<file path="src/rtl/hazard_stall_controller.sv">
// Pipeline sequencing controller: load-use stalls, branch flushes, mul/div EX occupancy, dmem waits.
// Optional perf counters (stall_cycles, flush_events) built when HAZARD_PERF_CNT_EN is defined.
module hazard_stall_controller #(
  parameter int unsigned MULDIV_LAT = 4,
  parameter int unsigned PERF_W     = 32
) (
  input  logic              clk,
  input  logic              rst,
  input  logic              mem_rd_ex,
  input  logic [4:0]        rd_ex,
  input  logic [4:0]        rs1_de,
  input  logic [4:0]        rs2_de,
  input  logic              use_rs1_de,
  input  logic              use_rs2_de,
  input  logic              branch_taken_ex,
  input  logic              muldiv_ex,
  input  logic              dm_busy,
  output logic              en_pc,
  output logic              en_de,
  output logic              en_ex,
  output logic              en_me,
  output logic              en_wb,
  output logic              flush_de,
  output logic              flush_ex,
  output logic              flush_me,
  output logic              md_done,
  output logic [1:0]        fsm_state,
  output logic [PERF_W-1:0] stall_cycles,
  output logic [PERF_W-1:0] flush_events
);

  localparam int unsigned CNT_W = 4;

  typedef enum logic [1:0] {
    RUN     = 2'b00,
    MD_BUSY = 2'b01,
    MD_DONE = 2'b10
  } state_e;

  state_e             state_q, state_d;
  logic [CNT_W-1:0]   md_cnt_q, md_cnt_d;
  logic               load_use_c;

  assign load_use_c = mem_rd_ex && (rd_ex != 5'd0) &&
                      ((use_rs1_de && (rs1_de == rd_ex)) ||
                       (use_rs2_de && (rs2_de == rd_ex)));

  assign fsm_state = state_q;

  always_ff @(posedge clk or posedge rst) begin
    if (rst) begin
      state_q  <= RUN;
      md_cnt_q <= '0;
    end else begin
      state_q  <= state_d;
      md_cnt_q <= md_cnt_d;
    end
  end

  // Next state and pipeline controls; dm_busy freezes everything except the mul/div countdown.
  always_comb begin
    state_d  = state_q;
    md_cnt_d = md_cnt_q;
    en_pc    = 1'b1;
    en_de    = 1'b1;
    en_ex    = 1'b1;
    en_me    = 1'b1;
    en_wb    = 1'b1;
    flush_de = 1'b0;
    flush_ex = 1'b0;
    flush_me = 1'b0;
    md_done  = 1'b0;

    if (rst) begin
      en_pc = 1'b0;
      en_de = 1'b0;
      en_ex = 1'b0;
      en_me = 1'b0;
      en_wb = 1'b0;
    end else begin
      case (state_q)
        RUN: begin
          if (dm_busy) begin
            en_pc = 1'b0;
            en_de = 1'b0;
            en_ex = 1'b0;
            en_me = 1'b0;
            en_wb = 1'b0;
          end else if (muldiv_ex) begin
            en_pc    = 1'b0;
            en_de    = 1'b0;
            en_ex    = 1'b0;
            en_me    = 1'b0;
            flush_me = 1'b1;
            state_d  = MD_BUSY;
            md_cnt_d = CNT_W'(MULDIV_LAT - 2);
          end else if (branch_taken_ex) begin
            flush_de = 1'b1;
            flush_ex = 1'b1;
          end else if (load_use_c) begin
            en_pc    = 1'b0;
            en_de    = 1'b0;
            flush_ex = 1'b1;
          end
        end

        MD_BUSY: begin
          // The unit keeps running even while memory stalls the pipe; park at zero.
          if (md_cnt_q != '0) begin
            md_cnt_d = md_cnt_q - CNT_W'(1);
          end
          if (dm_busy) begin
            en_pc = 1'b0;
            en_de = 1'b0;
            en_ex = 1'b0;
            en_me = 1'b0;
            en_wb = 1'b0;
          end else begin
            en_pc    = 1'b0;
            en_de    = 1'b0;
            en_ex    = 1'b0;
            en_me    = 1'b0;
            flush_me = 1'b1;
            if (md_cnt_q == '0) begin
              state_d = MD_DONE;
            end
          end
        end

        MD_DONE: begin
          md_done = 1'b1;
          if (dm_busy) begin
            en_pc = 1'b0;
            en_de = 1'b0;
            en_ex = 1'b0;
            en_me = 1'b0;
            en_wb = 1'b0;
          end else begin
            state_d = RUN;
          end
        end

        default: begin
          state_d  = RUN;
          md_cnt_d = '0;
        end
      endcase
    end
  end

`ifdef HAZARD_PERF_CNT_EN
  logic [PERF_W-1:0] stall_cycles_q, stall_cycles_d;
  logic [PERF_W-1:0] flush_events_q, flush_events_d;

  // Saturating event counters.
  always_comb begin
    stall_cycles_d = stall_cycles_q;
    flush_events_d = flush_events_q;
    if (!en_pc && (stall_cycles_q != '1)) begin
      stall_cycles_d = stall_cycles_q + PERF_W'(1);
    end
    if ((flush_de || flush_ex) && (flush_events_q != '1)) begin
      flush_events_d = flush_events_q + PERF_W'(1);
    end
  end

  always_ff @(posedge clk or posedge rst) begin
    if (rst) begin
      stall_cycles_q <= '0;
      flush_events_q <= '0;
    end else begin
      stall_cycles_q <= stall_cycles_d;
      flush_events_q <= flush_events_d;
    end
  end

  assign stall_cycles = stall_cycles_q;
  assign flush_events = flush_events_q;
`else
  assign stall_cycles = '0;
  assign flush_events = '0;
`endif

endmodule
</file>
<file path="config.mk">
export PLATFORM = sky130hd
export DESIGN_NAME = hazard_stall_controller
export DESIGN_NICKNAME = d
export VERILOG_FILES = /design/src/rtl/hazard_stall_controller.sv
export SDC_FILE = /design/constraint.sdc
export NUM_CORES = 1
export LEC_CHECK = 0
export BUFFER_PORTS_ARGS = -buffer_cell sky130_fd_sc_hd__buf_4
export CAP_MARGIN = 20
export CORE_AREA = 3 3 56 58
export DETAILED_ROUTE_END_ITERATION = 16
export DIE_AREA = 0 0 59 61
export HOLD_SLACK_MARGIN = 0.1
export PLACE_DENSITY = 0.85
export SLEW_MARGIN = 20
export SYNTH_ARGS = -nofsm -noshare
export SYNTH_HDL_FRONTEND = slang
export SYNTH_SLANG_ARGS = --single-unit
</file>
<file path="constraint.sdc">
create_clock -name clk -period 3.9 [get_ports clk]
set_input_delay 0.39 -clock clk [delete_from_list [all_inputs] [get_ports clk]]
set_output_delay 0.39 -clock clk [all_outputs]
set_load 0.01 [all_outputs]
</file>
**Word-level counts from Yosys, hierarchy flattened**

Index checks and enable logic that the tools add are counted.

- Output and inout port bits: 75
- Word-level logic and storage cells: 67
- Input bits: 23
- Bits in registers: 6

- Muxes and demuxes: 40
- Equal/unequal tests: 10
- Reductions and logical operators: 12
- Add/sub/neg operators: 1
- Bitwise operators: 2

Operators with widths:

| cell | count |
|---|---|
| 1-bit 2-to-1 mux | 27 |
| 4-bit 2-to-1 mux | 3 |
| 2-bit != test (second input constant) | 6 |
| 4-bit case mux with 3 select lines | 1 |
| 5-bit equality test | 2 |
| 2-bit 2-to-1 mux | 5 |
| 1-bit case mux with 3 select lines | 2 |
| 2-bit case mux with 3 select lines | 1 |
| 6-bit AND reduction | 1 |
| 5-bit AND reduction | 1 |
| 5-bit nonzero test | 1 |
| 1-bit logical AND | 4 |
| 4-bit zero test | 1 |
| 4-bit nonzero test | 1 |
| 4-bit by 1-bit subtractor with 4-bit output (second input constant) | 1 |
| 3-bit OR reduction | 1 |
| 2-bit by 1-bit equality test with 1-bit output (second input constant) | 1 |
| 2-bit equality test (second input constant) | 1 |
| 2-bit zero test | 1 |
| 1-bit NOT | 2 |
| 1-bit case mux with 2 select lines | 1 |
| 1-bit logical OR | 1 |

**Logic depth before layout (Yosys ltp)**

- Depth after elaboration: 10
- Depth in mapped cells: 6
- Depth with buffers taken out: 6

**Least setup slack after synthesis**

No wires, ideal clock.

- Path type: register to output
- From: register state_q[1] (netlist: fsm_state[1])
- To: output en_pc
- Data arrival time: 1,724 ps
- Data required time: 3,510 ps
- Path slack: 1,786 ps
- Path buffers: 2
- Cell stages (with the launch flop): 7
- Cell sequence: dfrtp_1 > buf_2 > nand2_1 > a21oi_1 > o21ai_1 > a31oi_1 > buf_4

- Word-level cells in the longest chain between the ends: 3
- Elaborated cells on any way between the ends: 5
- Classes of those cells: eq/ne (2); mux (2); reduce/logical (1)

RTL lines:

| element | RTL line | RTL |
|---|---|---|
| from (decl) | 40 | `state_e state_q, state_d;` |
| from (signal assigned) | 55 | `state_q <= state_d;` |
| 2-bit equality test, or another cell as far along | n/a |  |
| 1-bit case mux with 3 select lines (*) | n/a |  |
| 1-bit 2-to-1 mux (*) | n/a |  |
| to (decl) | 18 | `output logic en_pc,` |

Every way passes the cells marked *; elsewhere a longest branch is shown, timed or not.

**Final worst setup path**

- From: register state_q[1] (netlist: fsm_state[1])
- To: output en_pc

- Word-level cells in the longest chain between the ends: 3
- Elaborated cells on any way between the ends: 5
- Classes of those cells: eq/ne (2); mux (2); reduce/logical (1)

RTL lines:

| element | RTL line | RTL |
|---|---|---|
| 2-bit equality test, or another cell as far along | 81 | `case (state_q)` |
| 1-bit case mux with 3 select lines (*) | 81 |  |
| 1-bit 2-to-1 mux (*) | 74 | `if (rst) begin` |

Marks and branches as above.

==> qor.yml <==
cts_sinks: 6
die_y_um: 61
grt.overflow.total: 0
grt_setup_unrepaired: "no"
route.detailed.drc: 0
root_buffer: "clkbuf_4"
reg2reg_slack_ns: 2.02
grt_usage_pct: 11.15
cts_resized: 0
firstDrtPassIters: 3
arrival_ns: 1.91
syn_area_um2: 1105
fmax_mhz: 435.7
crit_type: "reg -> out"
viasPerCell: 4.112
p_per_area_nw_per_um2: 438.2
start_util_pct: 40.77
fin_crit_ns: 2.295
ir_worst_vdd_v: 0.0002540
antenna_left: 0
cp.required_ns: 3.51
hold_buffers: 0
fin_skew_ns: 0.002469
start_kind: "flip-flop"
crit_fanout: 14
gp_congestion: 0.7748
antenna_found_initial: 0
synth_top_area_cell: "buf_4"
drt_iter0_markers: 16
synthCells: 136
min_period_over_period_pct: 58.85
port_buffers: 33
coreArea_um2: 2710
vias: 810
fin_nets: 193
syn_to_final_growth_pct: 3.171
dpl_worst_slack_ns: 1.849
synth_area_leaders: "buf_4, dfrtp_1, xnor2_1"
grt_pass1_wl_um: 2953
post-cts-setup-buffers: 0
setup_viol: 0
reg2regPathDepth: 6
synth_seq_cells: 6
max_cap_violations: 0
hold_path.class: "in -> async"
clk_pin_slew_ns: 0.05
power_leakage_uw: 0.0006186
routed_wl_um: 2155
layout-drive-gt1-share_pct: 24.70
num_rows: 19
fin_ws_ns: 1.605
grt_max_degree: 15
synth_top_area_share_pct: 44.85
die_w_um: 59
synth_cell_types: 33
clock_latency_ns: 0.24
r2r-end: "md_cnt_q[1]"
dp_hpwl_um: 1880
slew_viol_final: 0
htree_levels: 1
status: "finished clean"
grt_pass1_vias: 664
cts_buffers: 3
endpoint_kind: "output port"
tns_ns: 0
diodes: 0
avgSynthCellArea_um2: 8.124
dp.cells: 194
pin_count: 98
seq_area_frac_synth_pct: 13.59
r2r-start: "md_cnt_q[0]"
final_hold_viol_count: 0
synth.yosys.warnings: 0
die_area_um2: 3599
wire_per_inst_um: 10.94
cts_tree: "yes"
instances_no_fill: 197
clockBufferDepth: 2
==> cells in the mapped netlist, drive strengths merged <==
cell type	n
mux2	1
a31o	1
buf	69
nor4b	3
a21boi	1
xnor2	10
nand2b	1
a31oi	1
conb	1
nor3b	1
o22ai	2
and3	1
nor2	4
or3	1
dfrtp	6
ha	2
nand2	5
o2bb2ai	1
mux2i	2
inv	5
a21oi	4
nand4	3
o21a	1
and2	2
nor4	2
or4b	1
or4	2
o21ai	3
==> state kept, by name (all words and copies together) (netlist names) <==
name       cells
md_cnt_q       4
fsm_state      2
==> metrics by stage <==
stage | area (um2) | total power (uW) | hold WS, ns | utilization, %
finish | 1140 | 499.4 | 0.1270 | 42.06
global route | 1140 | 540.1 | 0.1570 | 42.06
CTS | 1140 | 501.3 | 0.1318 | 42.06
detailed placement | 1117 | 441.2 | 0.3895 | 41.23
global placement | 1117 | 428.3 | 0.3924 | 41.23
floorplan | 1341 | 404.1 | 0.3556 | -
==> cells in the final DEF, fill, tap and decap left out <==
cell type	n
a21boi_1	1
a21oi_1	3
a21oi_4	1
a31o_1	1
a31oi_1	1
and2_1	2
and3_1	1
buf_4	33
clkbuf_4	3
conb_1	64
dfrtp_1	6
ha_1	2
inv_1	5
mux2_4	1
mux2i_1	2
nand2_1	5
nand2b_1	1
nand4_1	3
nor2_1	3
nor2_2	1
nor3b_1	1
nor4_1	2
nor4b_1	2
nor4b_4	1
o21a_1	1
o21ai_0	1
o21ai_1	2
o22ai_1	2
o2bb2ai_1	1
or3_1	1
or4_1	2
or4b_4	1
xnor2_1	10
==> final cells by class <==
| type | instances | area (um2) |
|---|---|---|
| Fill cell | 262 | 1570 |
| Multi-Input combinational cell | 119 | 661.9 |
| Timing Repair Buffer | 33 | 247.7 |
| Sequential cell | 6 | 150.1 |
| Tap cell | 31 | 38.79 |
| Clock buffer | 3 | 22.52 |
| Inverter | 5 | 18.77 |
==> where the power goes <==
group | total [uW] | leakage [uW] | switching, uW | internal, uW
combinational | 292 | 0.000533 | 148 | 143
sequential | 151 | 0.0000719 | 57.8 | 92.8
clock | 57.1 | 0.0000138 | 22.3 | 34.8
total | 499 | 0.000619 | 229 | 271
==> layer usage <==
| metal | track usage [%] | share of wire [%] | up-vias |
|---|---|---|---|
| met1 | 9.911 | 32 | 365 |
| met4 | 7.767 | 3.3 | 0 |
| met3 | 1.702 | 10 | 8 |
| li1 | - | - | 384 |
| met5 | 0 | 0 | - |
| met2 | 22.56 | 55 | 53 |
==> logic make-up (layout without fill, tap and decap cells) <==
logic type | count (synthesis) | count (layout) | synth area share (%)
AOI/OAI and AO/OA | 14 | 14 | 8.834
other | 1 | 64 | 0.3394
DFF | 6 | 6 | 13.59
buffers and inverters | 74 | 41 | 47.91
and+or+nand+nor | 26 | 26 | 15.97
xor gates and xnor gates | 10 | 10 | 7.927
muxes | 3 | 3 | 3.171
adders and majority gates | 2 | 2 | 2.265
==> worst max-delay path by stage <==
stage / startpoint / cells after the start / endpoint
after floorplan: fsm_state[1] / 6 / en_pc
after global placement: fsm_state[1] / 5 / en_pc
after detailed placement: fsm_state[1] / 5 / en_pc
after CTS: fsm_state[1] / 5 / en_pc
after global routing: fsm_state[1] / 5 / en_pc
final: fsm_state[1] / 5 / en_pc
==> critical path, stage by stage, from the launching register on <==
cell	delay (ns)
dfrtp_1	0.65
nand2_1	0.09
a21oi_1	0.37
o21ai_1	0.16
a31oi_1	0.23
buf_4	0.17
Power figures use the tool's default switching activity.
